--- config.mk ---
export PLATFORM = sky130hd
export DESIGN_NAME = pc_unit_flat
export DESIGN_NICKNAME = d
export VERILOG_FILES = /design/src/rtl/pc_pkg.sv /design/src/rtl/pc_unit_if.sv /design/src/rtl/ras_stack.sv /design/src/rtl/pc_unit.sv /design/src/flat_wrapper.sv
export SDC_FILE = /design/constraint.sdc
export NUM_CORES = 1
export LEC_CHECK = 0
export CAP_MARGIN = 0
export CORE_AREA = 2 2 132 199
export DETAILED_ROUTE_END_ITERATION = 8
export DIE_AREA = 0 0 134 201
export SLEW_MARGIN = 20
export SYNTH_ARGS = -nofsm -noshare
export SYNTH_HDL_FRONTEND = slang
export SYNTH_SLANG_ARGS = --single-unit
--- constraint.sdc ---
create_clock -name clk -period 8.4 [get_ports clk]
set_input_delay 2.1 -clock clk [delete_from_list [all_inputs] [get_ports clk]]
set_output_delay 2.1 -clock clk [all_outputs]
set_load 0.02 [all_outputs]
--- src/rtl/pc_pkg.sv ---
// rtl/pc_pkg.sv - shared types and helpers for the program counter unit
// Purpose: next-PC source encoding, instruction size and alignment mask helper.
// Ports: none (package).
package pc_pkg;

    typedef enum logic [2:0] {
        SRC_TRAP,
        SRC_REDIR,
        SRC_HOLD,
        SRC_RAS,
        SRC_SEQ
    } next_src_e;

    localparam int INSTR_BYTES = 4;

    // Mask that clears the low 'align' bits; callers truncate to their PC width.
    function automatic logic [63:0] align_mask(input int align);
        return ~((64'd1 << align) - 64'd1);
    endfunction

endpackage

--- src/rtl/pc_unit_if.sv ---
// rtl/pc_unit_if.sv - control/fetch side bundle of the program counter unit
// Purpose: groups next-PC control inputs and PC/RAS status outputs.
// Ports: master = control unit / branch logic side, slave = pc_unit.
interface pc_unit_if #(parameter int N = 32);

    logic         stall;
    logic         redirect_valid;
    logic [N-1:0] redirect_target;
    logic         trap_valid;
    logic [N-1:0] trap_vec;
    logic         ras_push;
    logic         ras_pop;
    logic [N-1:0] pc;
    logic [N-1:0] pc_plus4;
    logic         ras_empty;
    logic         ras_full;
    logic         misaligned;

    modport master (
        output stall, redirect_valid, redirect_target, trap_valid, trap_vec,
        output ras_push, ras_pop,
        input  pc, pc_plus4, ras_empty, ras_full, misaligned
    );

    modport slave (
        input  stall, redirect_valid, redirect_target, trap_valid, trap_vec,
        input  ras_push, ras_pop,
        output pc, pc_plus4, ras_empty, ras_full, misaligned
    );

endinterface

--- src/rtl/ras_stack.sv ---
// rtl/ras_stack.sv - circular return-address stack
// Purpose: holds return addresses; push writes above top, pop drops top.
// Ports: clk, reset (async high), push, pop, flush, wdata in;
//        top (current top entry), empty, full out.
module ras_stack #(
    parameter int N         = 32,
    parameter int RAS_DEPTH = 4
) (
    input  logic         clk,
    input  logic         reset,
    input  logic         push,
    input  logic         pop,
    input  logic         flush,
    input  logic [N-1:0] wdata,
    output logic [N-1:0] top,
    output logic         empty,
    output logic         full
);

    localparam int PW = (RAS_DEPTH > 1) ? $clog2(RAS_DEPTH) : 1;
    localparam int CW = $clog2(RAS_DEPTH + 1);

    logic [N-1:0]  mem [RAS_DEPTH];
    logic [PW-1:0] ptr;
    logic [CW-1:0] count;
    logic          pop_ok;
    logic          we;
    logic [PW-1:0] waddr;

    assign empty  = (count == '0);
    assign full   = (count == CW'(RAS_DEPTH));
    assign pop_ok = pop & ~empty;
    assign top    = mem[ptr];

    // Push+pop together replaces the top entry in place.
    always_comb begin
        we    = 1'b0;
        waddr = ptr;
        if (!flush && push) begin
            we    = 1'b1;
            waddr = pop_ok ? ptr : ptr + PW'(1);
        end
    end

    always_ff @(posedge clk or posedge reset) begin
        if (reset) begin
            ptr   <= '0;
            count <= '0;
        end else if (flush) begin
            count <= '0;
        end else if (push && !pop_ok) begin
            ptr <= ptr + PW'(1);
            // Full push overwrites the oldest entry; count saturates.
            if (!full) begin
                count <= count + CW'(1);
            end
        end else if (pop_ok && !push) begin
            ptr   <= ptr - PW'(1);
            count <= count - CW'(1);
        end
    end

    // Entries carry no reset: a zero count makes stale contents unreachable.
    always_ff @(posedge clk) begin
        if (we) begin
            mem[waddr] <= wdata;
        end
    end

endmodule

--- src/rtl/pc_unit.sv ---
// rtl/pc_unit.sv - fetch program counter with priority next-PC select and RAS
// Purpose: holds the fetch PC, picks trap/redirect/hold/RAS/sequential next PC,
//          aligns loaded targets and flags misaligned trap/redirect targets.
// Ports: clk, reset (async high); bus (pc_unit_if.slave) carries stall,
//        redirect, trap, ras_push/ras_pop in and pc, pc_plus4, ras_empty,
//        ras_full, misaligned out.
module pc_unit
    import pc_pkg::*;
#(
    parameter int           N             = 32,
    parameter logic [N-1:0] RESET_VECTOR  = '0,
    parameter int           ALIGN         = 2,
    parameter int           RAS_DEPTH     = 4,
    parameter int           FLUSH_ON_TRAP = 1
) (
    input  logic       clk,
    input  logic       reset,
    pc_unit_if.slave   bus
);

    localparam logic [N-1:0] MASK = N'(align_mask(ALIGN));

    next_src_e    src;
    logic [N-1:0] pc_q;
    logic [N-1:0] pc_next;
    logic [N-1:0] plus4;
    logic [N-1:0] ras_top;
    logic         ras_empty;
    logic         ras_full;
    logic         do_push;
    logic         do_pop;
    logic         flush;
    logic         misaligned_q;
    logic         misaligned_d;

    assign plus4 = pc_q + N'(INSTR_BYTES);

    always_comb begin
        src = SRC_SEQ;
        if (bus.trap_valid) begin
            src = SRC_TRAP;
        end else if (bus.redirect_valid) begin
            src = SRC_REDIR;
        end else if (bus.stall) begin
            src = SRC_HOLD;
        end else if (bus.ras_pop && !ras_empty) begin
            src = SRC_RAS;
        end
    end

    always_comb begin
        pc_next      = plus4;
        misaligned_d = 1'b0;
        case (src)
            SRC_TRAP: begin
                pc_next      = bus.trap_vec & MASK;
                misaligned_d = |(bus.trap_vec & ~MASK);
            end
            SRC_REDIR: begin
                pc_next      = bus.redirect_target & MASK;
                misaligned_d = |(bus.redirect_target & ~MASK);
            end
            SRC_HOLD: pc_next = pc_q;
            SRC_RAS:  pc_next = ras_top & MASK;
            default:  pc_next = plus4;
        endcase
    end

    // A call that is also a redirect (JAL/JALR) still pushes; pops only on the RAS path.
    assign do_push = bus.ras_push & ~bus.stall & ~bus.trap_valid;
    assign do_pop  = (src == SRC_RAS);
    assign flush   = bus.trap_valid & (FLUSH_ON_TRAP != 0);

    ras_stack #(
        .N         (N),
        .RAS_DEPTH (RAS_DEPTH)
    ) u_ras (
        .clk   (clk),
        .reset (reset),
        .push  (do_push),
        .pop   (do_pop),
        .flush (flush),
        .wdata (plus4),
        .top   (ras_top),
        .empty (ras_empty),
        .full  (ras_full)
    );

    always_ff @(posedge clk or posedge reset) begin
        if (reset) begin
            pc_q         <= RESET_VECTOR;
            misaligned_q <= 1'b0;
        end else begin
            pc_q         <= pc_next;
            misaligned_q <= misaligned_d;
        end
    end

    assign bus.pc         = pc_q;
    assign bus.pc_plus4   = plus4;
    assign bus.ras_empty  = ras_empty;
    assign bus.ras_full   = ras_full;
    assign bus.misaligned = misaligned_q;

endmodule

--- src/flat_wrapper.sv ---
// flat-port wrapper written by rule: the top's interface ports become plain ports
module pc_unit_flat import pc_pkg::*;
#(
    parameter int           N             = 32,
    parameter logic [N-1:0] RESET_VECTOR  = '0,
    parameter int           ALIGN         = 2,
    parameter int           RAS_DEPTH     = 4,
    parameter int           FLUSH_ON_TRAP = 1
)
  (clk, reset, bus_stall, bus_redirect_valid, bus_redirect_target, bus_trap_valid, bus_trap_vec, bus_ras_push, bus_ras_pop, bus_pc, bus_pc_plus4, bus_ras_empty, bus_ras_full, bus_misaligned);
  pc_unit_if #(.N(N)) bus_i ();
  input  logic clk;
  input  logic reset;
  input wire logic [$bits(bus_i.stall)-1:0] bus_stall;
  input wire logic [$bits(bus_i.redirect_valid)-1:0] bus_redirect_valid;
  input wire logic [$bits(bus_i.redirect_target)-1:0] bus_redirect_target;
  input wire logic [$bits(bus_i.trap_valid)-1:0] bus_trap_valid;
  input wire logic [$bits(bus_i.trap_vec)-1:0] bus_trap_vec;
  input wire logic [$bits(bus_i.ras_push)-1:0] bus_ras_push;
  input wire logic [$bits(bus_i.ras_pop)-1:0] bus_ras_pop;
  output wire logic [$bits(bus_i.pc)-1:0] bus_pc;
  output wire logic [$bits(bus_i.pc_plus4)-1:0] bus_pc_plus4;
  output wire logic [$bits(bus_i.ras_empty)-1:0] bus_ras_empty;
  output wire logic [$bits(bus_i.ras_full)-1:0] bus_ras_full;
  output wire logic [$bits(bus_i.misaligned)-1:0] bus_misaligned;
  assign bus_i.stall = bus_stall;
  assign bus_i.redirect_valid = bus_redirect_valid;
  assign bus_i.redirect_target = bus_redirect_target;
  assign bus_i.trap_valid = bus_trap_valid;
  assign bus_i.trap_vec = bus_trap_vec;
  assign bus_i.ras_push = bus_ras_push;
  assign bus_i.ras_pop = bus_ras_pop;
  assign bus_pc = bus_i.pc;
  assign bus_pc_plus4 = bus_i.pc_plus4;
  assign bus_ras_empty = bus_i.ras_empty;
  assign bus_ras_full = bus_i.ras_full;
  assign bus_misaligned = bus_i.misaligned;
  pc_unit #(.N(N), .RESET_VECTOR(RESET_VECTOR), .ALIGN(ALIGN), .RAS_DEPTH(RAS_DEPTH), .FLUSH_ON_TRAP(FLUSH_ON_TRAP)) u_core (.clk(clk), .reset(reset), .bus(bus_i));
endmodule
-- After elaboration in Yosys (flattened, before gate mapping)
Memories as Yosys holds them, arrays and structs flattened.
Cells that the tools add are included.
- register bits after elaboration: 38
- bits in writable memories: 128
- input bits: 71
- output and inout port bits: 67
- memories kept: 1
- add/sub/neg operators: 5
- equal/unequal tests: 5
- mux-type cells: 17
- bitwise logic cells: 6
- reductions and logical operators: 16
- memories (name ; depth ; bits a word ; rd ports ; clocked after Yosys merged registers in ; write ports ; RTL line ; text):
    u_core.u_ras.mem ; 4 ; 32 ; 1 ; 0 ; 1 ; ras_stack.sv:23 ; logic [N-1:0] mem [RAS_DEPTH];
- operators by type and width (cell ; number):
    $pmux 32 s4 ; 1
    $add 32x3->32 const B ; 1
    $mux 3 ; 8
    $mux 2 ; 4
    $eq 3x2->1 const B ; 2
    $logic_not 3->1 ; 2
    $logic_and 1x1->1 ; 4
    $logic_not 1->1 ; 4
    $reduce_and 2->1 ; 2
    $reduce_or 2->1 ; 2
    $add 3x1->3 const B ; 1
    $and 1x1->1 ; 3
    $eq 3x1->1 const B ; 1
    $eq 3x3->1 const B ; 1
    $mux 1 ; 3
    $ne 3x3->1 const B ; 1
    $not 1->1 ; 3
    $reduce_bool 3->1 ; 1
    $sub 3x1->3 const B ; 1
    $add 2x1->2 const B ; 1
    $pmux 1 s2 ; 1
    $reduce_bool 2->1 ; 1
    $sub 2x1->2 const B ; 1

-- Logic depth before layout (Yosys ltp)
Gate-level depths: netlist of the first run.
- depth after elaboration: 13
- mapped depth: 11

-- By module
From an unflattened synthesis of the first run, not the netlist that was laid out.
- cells, all modules: 585
- area total of the unflattened synthesis: 8002.7 µm²
- by module, submodules not included (module ; times used ; cells an instance ; area each (µm²) ; sequential area each (µm²)):
    ras_stack ; 1 ; 213 ; 5021.1 ; 3968.8
    pc_unit ; 1 ; 372 ; 2981.6 ; 775.7

-- Least setup slack after synthesis of the first run
OpenSTA, ideal clock, no wires.
- kind: in2reg
- from: input port bus_stall
- to: memory u_core.u_ras.mem[1][10] (enable)
- setup time: 0.492 ns
- arrival time: 5.975 ns
- required time: 7.908 ns
- path slack: 1.932 ns
- stages on the path: 6
- path buffers: 2
- path through: clkbuf_1 nor2b_1 nand3_1 buf_2 and2_1 nor4_1
- cells in the longest elaborated chain, start to end: 7
- RTL lines (what ; RTL line ; text):
    start, declared ; flat_wrapper.sv:14 ; input wire logic [$bits(bus_i.stall)-1:0] bus_stall;
    $mux 3 or $not 1->1 (tied branches) ; pc_unit.sv:44, pc_unit.sv:70 ;
    $mux 3 or $and 1x1->1 (tied branches) ; pc_unit.sv:42, pc_unit.sv:70 ;
    $mux 3 or $and 1x1->1 (tied branches) ; pc_unit.sv:40, pc_unit.sv:70 ;
    $eq 3x2->1 or $logic_and 1x1->1 (tied branches) ; pc_unit.sv:71, ras_stack.sv:39 ;
    $and 1x1->1 or $mux 1 (tied branches) ; ras_stack.sv:32, ras_stack.sv:39 ;
    $mux 2 or $mux 1 (tied branches) ; ras_stack.sv:41, ras_stack.sv:65 ;
    $mux 2 or $mux 1 (tied branches) ; ras_stack.sv:39, ras_stack.sv:66 ;
    end, declared ; ras_stack.sv:23 ;
Parallel ways exist; a longest one is shown, timed or not.

-- Worst setup path in the final report of the first run
- from: register u_core.pc_q[17], in the netlist u_core.bus.pc[17]
- to: output port bus_pc_plus4[31]
- cells in the longest elaborated chain, start to end: 1
- RTL lines (what ; RTL line ; text):
    start, declared ; pc_unit.sv:24 ; logic [N-1:0] pc_q;
    start signal, assigned ; pc_unit.sv:94 ; pc_q <= pc_next;
    $add 32x3->32 ; pc_unit.sv:36 ; assign plus4 = pc_q + N'(INSTR_BYTES);
    end, declared ; flat_wrapper.sv:22 ; output wire logic [$bits(bus_i.pc_plus4)-1:0] bus_pc_plus4;
Every way passes these cells.

==> impl_metrics.yaml, run 1 <==
global_routing:
  grt_pass1_vias: 5576
  antenna_found_initial: 0
  overflow: 0
  grt_max_degree: 61
  grt_pass1_wl_mm: 35.0
  grtUsageTotal: 0.178
pwr:
  pwr-share-seq: 0.403
  total_leakage_power_nw: 3.36
  p_clk_frac: 0.317
  ir_worst_vdd_v: 0.000161
  intPower_mw: 1.70
  p_sw_frac: 0.299
  netSwitchingPower_mw: 0.725
  p_comb_frac: 0.280
  cellPowerDensity_nw_per_um2: 250
hold_path:
  hold_depth: 2
  holdPathEnd: "u_core.u_ras.count[1]$_DFFE_PP0P_"
  hp-class: "reg -> reg"
  hp-start: "u_core.u_ras.count[1]$_DFFE_PP0P_"
cells_and_area:
  stdcell_count: 1014
  drive_gt1_frac: 0.134
  nFillCells: 2423
  syn_to_final_growth_pct: 29.8
  n_antenna_cell: 0
  nNetsFinal: 743
  final_util: 0.382
sta:
  fmax_mhz: 176
  final-setup-viol-count: 0
  worst_clock_skew_ps: 17.7
  post-route-period-util: 0.677
  fin_crit_ps: 5690
  max_slew_margin: 0.294
  drv_slew: 0
  fin_setup_tns_ps: 0
  setup_slack_ps: 2710
  whs_ps: 533
  worst_slew_pin_slew_ps: 1060
  hold_viol_final: 0
  rsz0062_at_grt: "false"
placement:
  place_congestion: 0.871
  port-buffer-count: 133
  dpl.hpwl_mm: 16.2
  post-place-ws_ps: 2560
  dp.cells: 982
synthesis:
  synthTopCellsByArea: "edfxtp_1 (48%), dfrtp_1 (12%), mux4_2 (9.1%)"
  yosysTopAreaCell: "edfxtp_1"
  ys_seq_elements: 156
  synth_edf_count: 120
  synth_area_um2: 7460
  synth_commonest_cells: "edfxtp_1 (120), nand2_1 (43), dfrtp_1 (36), o21ai_0 (33), mux4_2 (30)"
  async_reset_ff_frac: 0.231
  seq_area_frac_synth: 0.604
  ys_types: 58
  synthFlopType: "edfxtp_1"
  syn_avg_cell_area_um2: 13.7
  synth_warnings: 0
  netlist_instances: 544
  synth.most_common_cell: "edfxtp_1"
  synth_top_area_frac: 0.483
drt:
  routedWlPerCell_um: 23.1
  via_count: 5332
  route.detailed.drc: 0
  antenna_left: 0
  viasPerCell: 5.26
  routed_wl_mm: 23.4
  first_pass_iters: 4
  drtIter0Drc: 439
floorplanning:
  initial_core_util: 0.295
  core_area_um2: 25300
  die_h_um: 201
  die_w_um: 134
  dieArea_um2: 26900
  io_pins: 138
  row_count: 72
worst_setup_path:
  required_ps: 6300
  path_common_cell: "nand4_1"
  path_cells: "nand4_1, nor3_2, nand4_1, nor2_1, xor2_1, clkdlybuf4s50_1"
  reg2reg_from: "u_core.u_ras.count[0]$_DFFE_PP0P_"
  critical_path.startpoint_type: "flop"
  crit_path_top_delay_cell: "clkdlybuf4s50_1"
  crit_path_end_kind: "output pin"
  r2r_end: "u_core.u_ras.mem[3][18]$_DFFE_PP_"
  rr_worst_depth: 5
  path_class: "reg -> out"
  worstPathArrival_ps: 3590
  critPathMaxStageDelay_ps: 720
  r2r_slack_ps: 5050
  crit_fanout: 8
status:
  status: "finished clean"
cts:
  cts_max_level: 4
  postCtsSetupBuffers: 0
  cts.clk_slew.worst_paths_ps: 60
  clkLatencyLatePin_ps: 440
  cts_resized: 0
  clock-root-buffer: "clkbuf_16"
  clock-sinks: 156
  cts_hold_buf: 0
  cts_tree: "done"
  cts_buffers: 17
  clockBufferDepth: 2
run:
  cap_violations: 0
-- through the flow --
step | cell area (um2) | power (mW)
2_1_floorplan | 7470 | 1.42
3_3_place_gp | 9090 | 1.67
3_5_place_dp | 9090 | 1.68
4_1_cts | 9670 | 2.44
5_1_grt | 9680 | 2.52
6_report | 9680 | 2.42
-- logic make-up after synthesis --
family                     Yosys count  synth area share
DFF                                156             0.604
AOI/OAI and AO/OA                  137             0.133
muxes                               33            0.0948
adders and majority gates            4           0.00772
xor gates and xnor gates            31            0.0364
other                                1          0.000503
buffers and inverters               58            0.0376
and+or+nand+nor                    124            0.0854
-- layer usage --
metal | global-route usage | up-vias | wire length (um) | part of all wire
met5 | 0 | - | 0 | 0
li1 | - | 2376 | - | -
met3 | 0.0288 | 45 | 945 | 0.040
met1 | 0.210 | 2715 | 9170 | 0.39
met2 | 0.313 | 196 | 12500 | 0.53
met4 | 0.0866 | 0 | 839 | 0.036
-- worst max-delay path by stage --
stage                                  startpoint                           endpoint  slack, ps
finish              u_core.bus.pc[17]$_DFFE_PP0P_                   bus_pc_plus4[31]       2710
global placement               bus_redirect_valid      u_core.bus.pc[31]$_DFFE_PP0P_       2680
floorplan                               bus_stall  u_core.u_ras.mem[1][10]$_DFFE_PP_       1930
CTS                 u_core.bus.pc[17]$_DFFE_PP0P_                   bus_pc_plus4[31]       2670
global route        u_core.bus.pc[17]$_DFFE_PP0P_                   bus_pc_plus4[31]       2520
detailed placement             bus_redirect_valid   u_core.u_ras.mem[3][4]$_DFFE_PP_       2560
-- area by class of cell --
type / instances / area (um2) / share of cell area
clock buffer: 18 / 429 / 0.0443
clock inverter: 14 / 153 / 0.0158
multi-input combinational: 333 / 2710 / 0.280
timing repair buffer: 144 / 1410 / 0.146
tap: 333 / 417 / 0.0431
inverter: 16 / 60.1 / 0.00621
sequential: 156 / 4510 / 0.466
-- critical path: cells and delay by family, from the launching register on --
family                 cells  cell delay [ps]
AND/OR/NAND/NOR            4             1370
buffers and inverters      1              720
XOR/XNOR                   1              530
flip-flops                 1              530
-- power groups by stage --
stage | combinational [mW] | sequential [mW] | clock [mW]
6_report | 0.678 | 0.976 | 0.768
5_1_grt | 0.726 | 0.983 | 0.811
4_1_cts | 0.688 | 0.975 | 0.778
3_5_place_dp | 0.686 | 0.991 | 0
3_3_place_gp | 0.681 | 0.989 | 0
2_1_floorplan | 0.426 | 0.994 | 0
-- registers in the layout, indices dropped and copies added, names as in the netlist --
| register | flops |
|---|---|
| u_core.u_ras.mem | 120 |
| u_core.bus.pc | 30 |
| u_core.u_ras.count | 3 |
| u_core.u_ras.ptr | 2 |
| u_core.bus.misaligned | 1 |
-- cells in the final DEF (no fill, tap or decap), drive strengths merged, types with 3 or more instances in the layout --
cell type / instances
a311oi: 4
clkinvlp: 3
buf: 12
dfrtp: 36
mux4: 30
clkbuf: 18
and4: 7
nor4: 3
inv: 15
clkdlybuf4s50: 132
o31ai: 3
a21oi: 14
nor3: 5
clkinv: 9
o2bb2ai: 5
o211a: 3
or3: 3
ha: 3
edfxtp: 120
xor2: 11
o21ai: 34
conb: 4
a21o: 4
o22ai: 17
xnor2: 20
a211o: 9
and3: 13
bufinv: 3
nand3: 11
o21a: 13
nor2: 20
nand2b: 4
o221a: 10
o221ai: 9
nand4: 9
nand2: 43
(Power assumes the default switching activity.)
==> run 2: changes to the inputs <==
==> constraint.sdc (replaced) <==
create_clock -name clk -period 5 [get_ports clk]
set_input_delay 1.25 -clock clk [delete_from_list [all_inputs] [get_ports clk]]
set_output_delay 1.25 -clock clk [all_outputs]
set_load 0.02 [all_outputs]
==> impl_metrics.yaml, run 2 (synthesis gave the netlist of run 1 again) <==
drt:
  drtIter0Drc: 406
  via_count: 5302
  routedWlPerCell_um: 22.4
  antenna_left: 0
  first_pass_iters: 7
  route.detailed.drc: 0
  routed_wl_mm: 22.9
  viasPerCell: 5.19
floorplanning:
  dieArea_um2: 26900
  io_pins: 138
  core_area_um2: 25300
  die_w_um: 134
  die_h_um: 201
  initial_core_util: 0.295
  row_count: 72
cells_and_area:
  final_common_cell: "clkdlybuf4s50_1"
  drive_gt1_frac: 0.147
  layout_common_cells: "clkdlybuf4s50_1 (132), edfxtp_1 (120), nand2_1 (43), dfrtp_1 (35), o21ai_0 (33)"
  final_util: 0.383
  n_antenna_cell: 0
  top_register: "u_core.u_ras.mem"
  syn_to_final_growth_pct: 30.0
  largest_register_ff_count: 120
  nNetsFinal: 751
cts:
  postCtsSetupBuffers: 0
  cts_hold_buf: 0
  clkLatencyLatePin_ps: 430
  cts_buffers: 17
  cts_max_level: 4
  clock-sinks: 156
  cts.clk_slew.worst_paths_ps: 70
  clockBufferDepth: 2
  cts_resized: 0
  cts_tree: "done"
  clock-root-buffer: "clkbuf_16"
hold_path:
  holdPathEnd: "u_core.u_ras.count[1]$_DFFE_PP0P_"
  hold_depth: 2
  hp-class: "reg -> reg"
  hp-start: "u_core.u_ras.count[1]$_DFFE_PP0P_"
sta:
  final-setup-viol-count: 0
  fin_crit_ps: 4470
  fin_setup_tns_ps: 0
  rsz0062_at_grt: "false"
  fmax_mhz: 224
  max_slew_margin: 0.357
  worst_clock_skew_ps: 14.0
  drv_slew: 0
  worst_slew_pin_slew_ps: 964
  hold_viol_final: 0
  post-route-period-util: 0.894
placement:
  port-buffer-count: 133
  place_congestion: 0.823
  dpl.hpwl_mm: 16.4
pwr:
  pwr-share-seq: 0.420
  power_mw: 3.98
  p_clk_frac: 0.299
  total_leakage_power_nw: 3.38
  netSwitchingPower_mw: 1.26
  p_sw_frac: 0.316
  p_comb_frac: 0.281
  intPower_mw: 2.72
  cellPowerDensity_nw_per_um2: 410
  ir_worst_vdd_v: 0.000221
global_routing:
  overflow: 0
  grt_pass1_vias: 5357
  grt_pass1_wl_mm: 34.0
  grt_max_degree: 37
  grtUsageTotal: 0.171
  antenna_found_initial: 0
worst_setup_path:
  path_class: "reg -> out"
  rr_worst_depth: 5
  critPathMaxStageDelay_ps: 690
  worstPathArrival_ps: 3220
  critical_path.startpoint_type: "flop"
  required_ps: 3750
  reg2reg_from: "u_core.u_ras.ptr[0]$_DFFE_PP0P_"
  crit_fanout: 8
  r2r_end: "u_core.u_ras.mem[0][19]$_DFFE_PP_"
  r2r_slack_ps: 2220
  path_cells: "ha_1, and3_1, and4_1, nand3_1, xnor2_1, clkdlybuf4s50_1"
  crit_path_top_delay_cell: "clkdlybuf4s50_1"
  crit_path_end_kind: "output pin"
status:
  status: "finished clean"
run:
  cap_violations: 0
[run 2: worst max path at each step]
stage / from / end / slack, ps / depth (start not counted)
3_3_place_gp: u_core.bus.pc[2]$_DFFE_PP0P_ / bus_pc_plus4[28] / 1020 / 6
2_1_floorplan: bus_stall / u_core.u_ras.mem[1][10]$_DFFE_PP_ / -620 / 6
6_report: u_core.bus.pc[2]$_DFFE_PP0P_ / bus_pc_plus4[28] / 530 / 6
5_1_grt: u_core.bus.pc[2]$_DFFE_PP0P_ / bus_pc_plus4[28] / 290 / 6
3_5_place_dp: u_core.bus.pc[2]$_DFFE_PP0P_ / bus_pc_plus4[28] / 950 / 6
4_1_cts: u_core.bus.pc[2]$_DFFE_PP0P_ / bus_pc_plus4[28] / 490 / 6
[run 2: worst max-delay path: cells and delay by family (launching register included)]
kind          cells  cell delay (ps)
buf+inv           1              690
flops             1              460
xor+xnor          1              440
fa+ha+maj         1              320
simple gates      3              890
[run 2: per-layer routing]
metal / track usage / up-vias / wire length (um)
met2: 0.297 / 201 / 12000
li1: - / 2381 / -
met3: 0.0321 / 31 / 1180
met4: 0.0748 / 0 / 687
met1: 0.206 / 2689 / 9020
met5: 0 / - / 0
[run 2: area by class of cell]
cell class	count	area, um2
Clock inverter	15	115
Timing Repair Buffer	152	1470
Tap cell	333	417
Clock buffer	17	425
Multi-Input combinational cell	333	2700
Inverter	16	60.1
Fill cell	2391	15600
Sequential cell	156	4510
[run 2: power by group through the flow]
| stage | Combinational [mW] | Sequential [mW] | Clock, mW |
|---|---|---|---|
| 6_report | 1.12 | 1.67 | 1.19 |
| 5_1_grt | 1.20 | 1.69 | 1.25 |
| 4_1_cts | 1.14 | 1.67 | 1.21 |
| 3_5_place_dp | 1.13 | 1.70 | 0 |
| 3_3_place_gp | 1.13 | 1.69 | 0 |
| 2_1_floorplan | 0.715 | 1.67 | 0 |
[run 2: per-stage QoR]
step / setup WS, ps / cells / hold WS, ps / instance area (um2)
2_1_floorplan: -618 / 547 / 486 / 7470
3_3_place_gp: 1020 / 990 / 512 / 9150
3_5_place_dp: 954 / 990 / 507 / 9150
4_1_cts: 495 / 1022 / 523 / 9690
5_1_grt: 289 / 1022 / 565 / 9690
6_report: 528 / 1022 / 527 / 9690
==> run 3: changes to the inputs <==
--- a/config.mk
+++ b/config.mk
@@ -7,6 +7,7 @@
 export LEC_CHECK = 0
 export CAP_MARGIN = 0
 export CORE_AREA = 2 2 132 199
+export CTS_CLUSTER_SIZE = 25
 export DETAILED_ROUTE_END_ITERATION = 8
 export DIE_AREA = 0 0 134 201
 export SLEW_MARGIN = 20
==> results of run 3 <==
Final layout, timing and power as in run 2 (identical DEF).
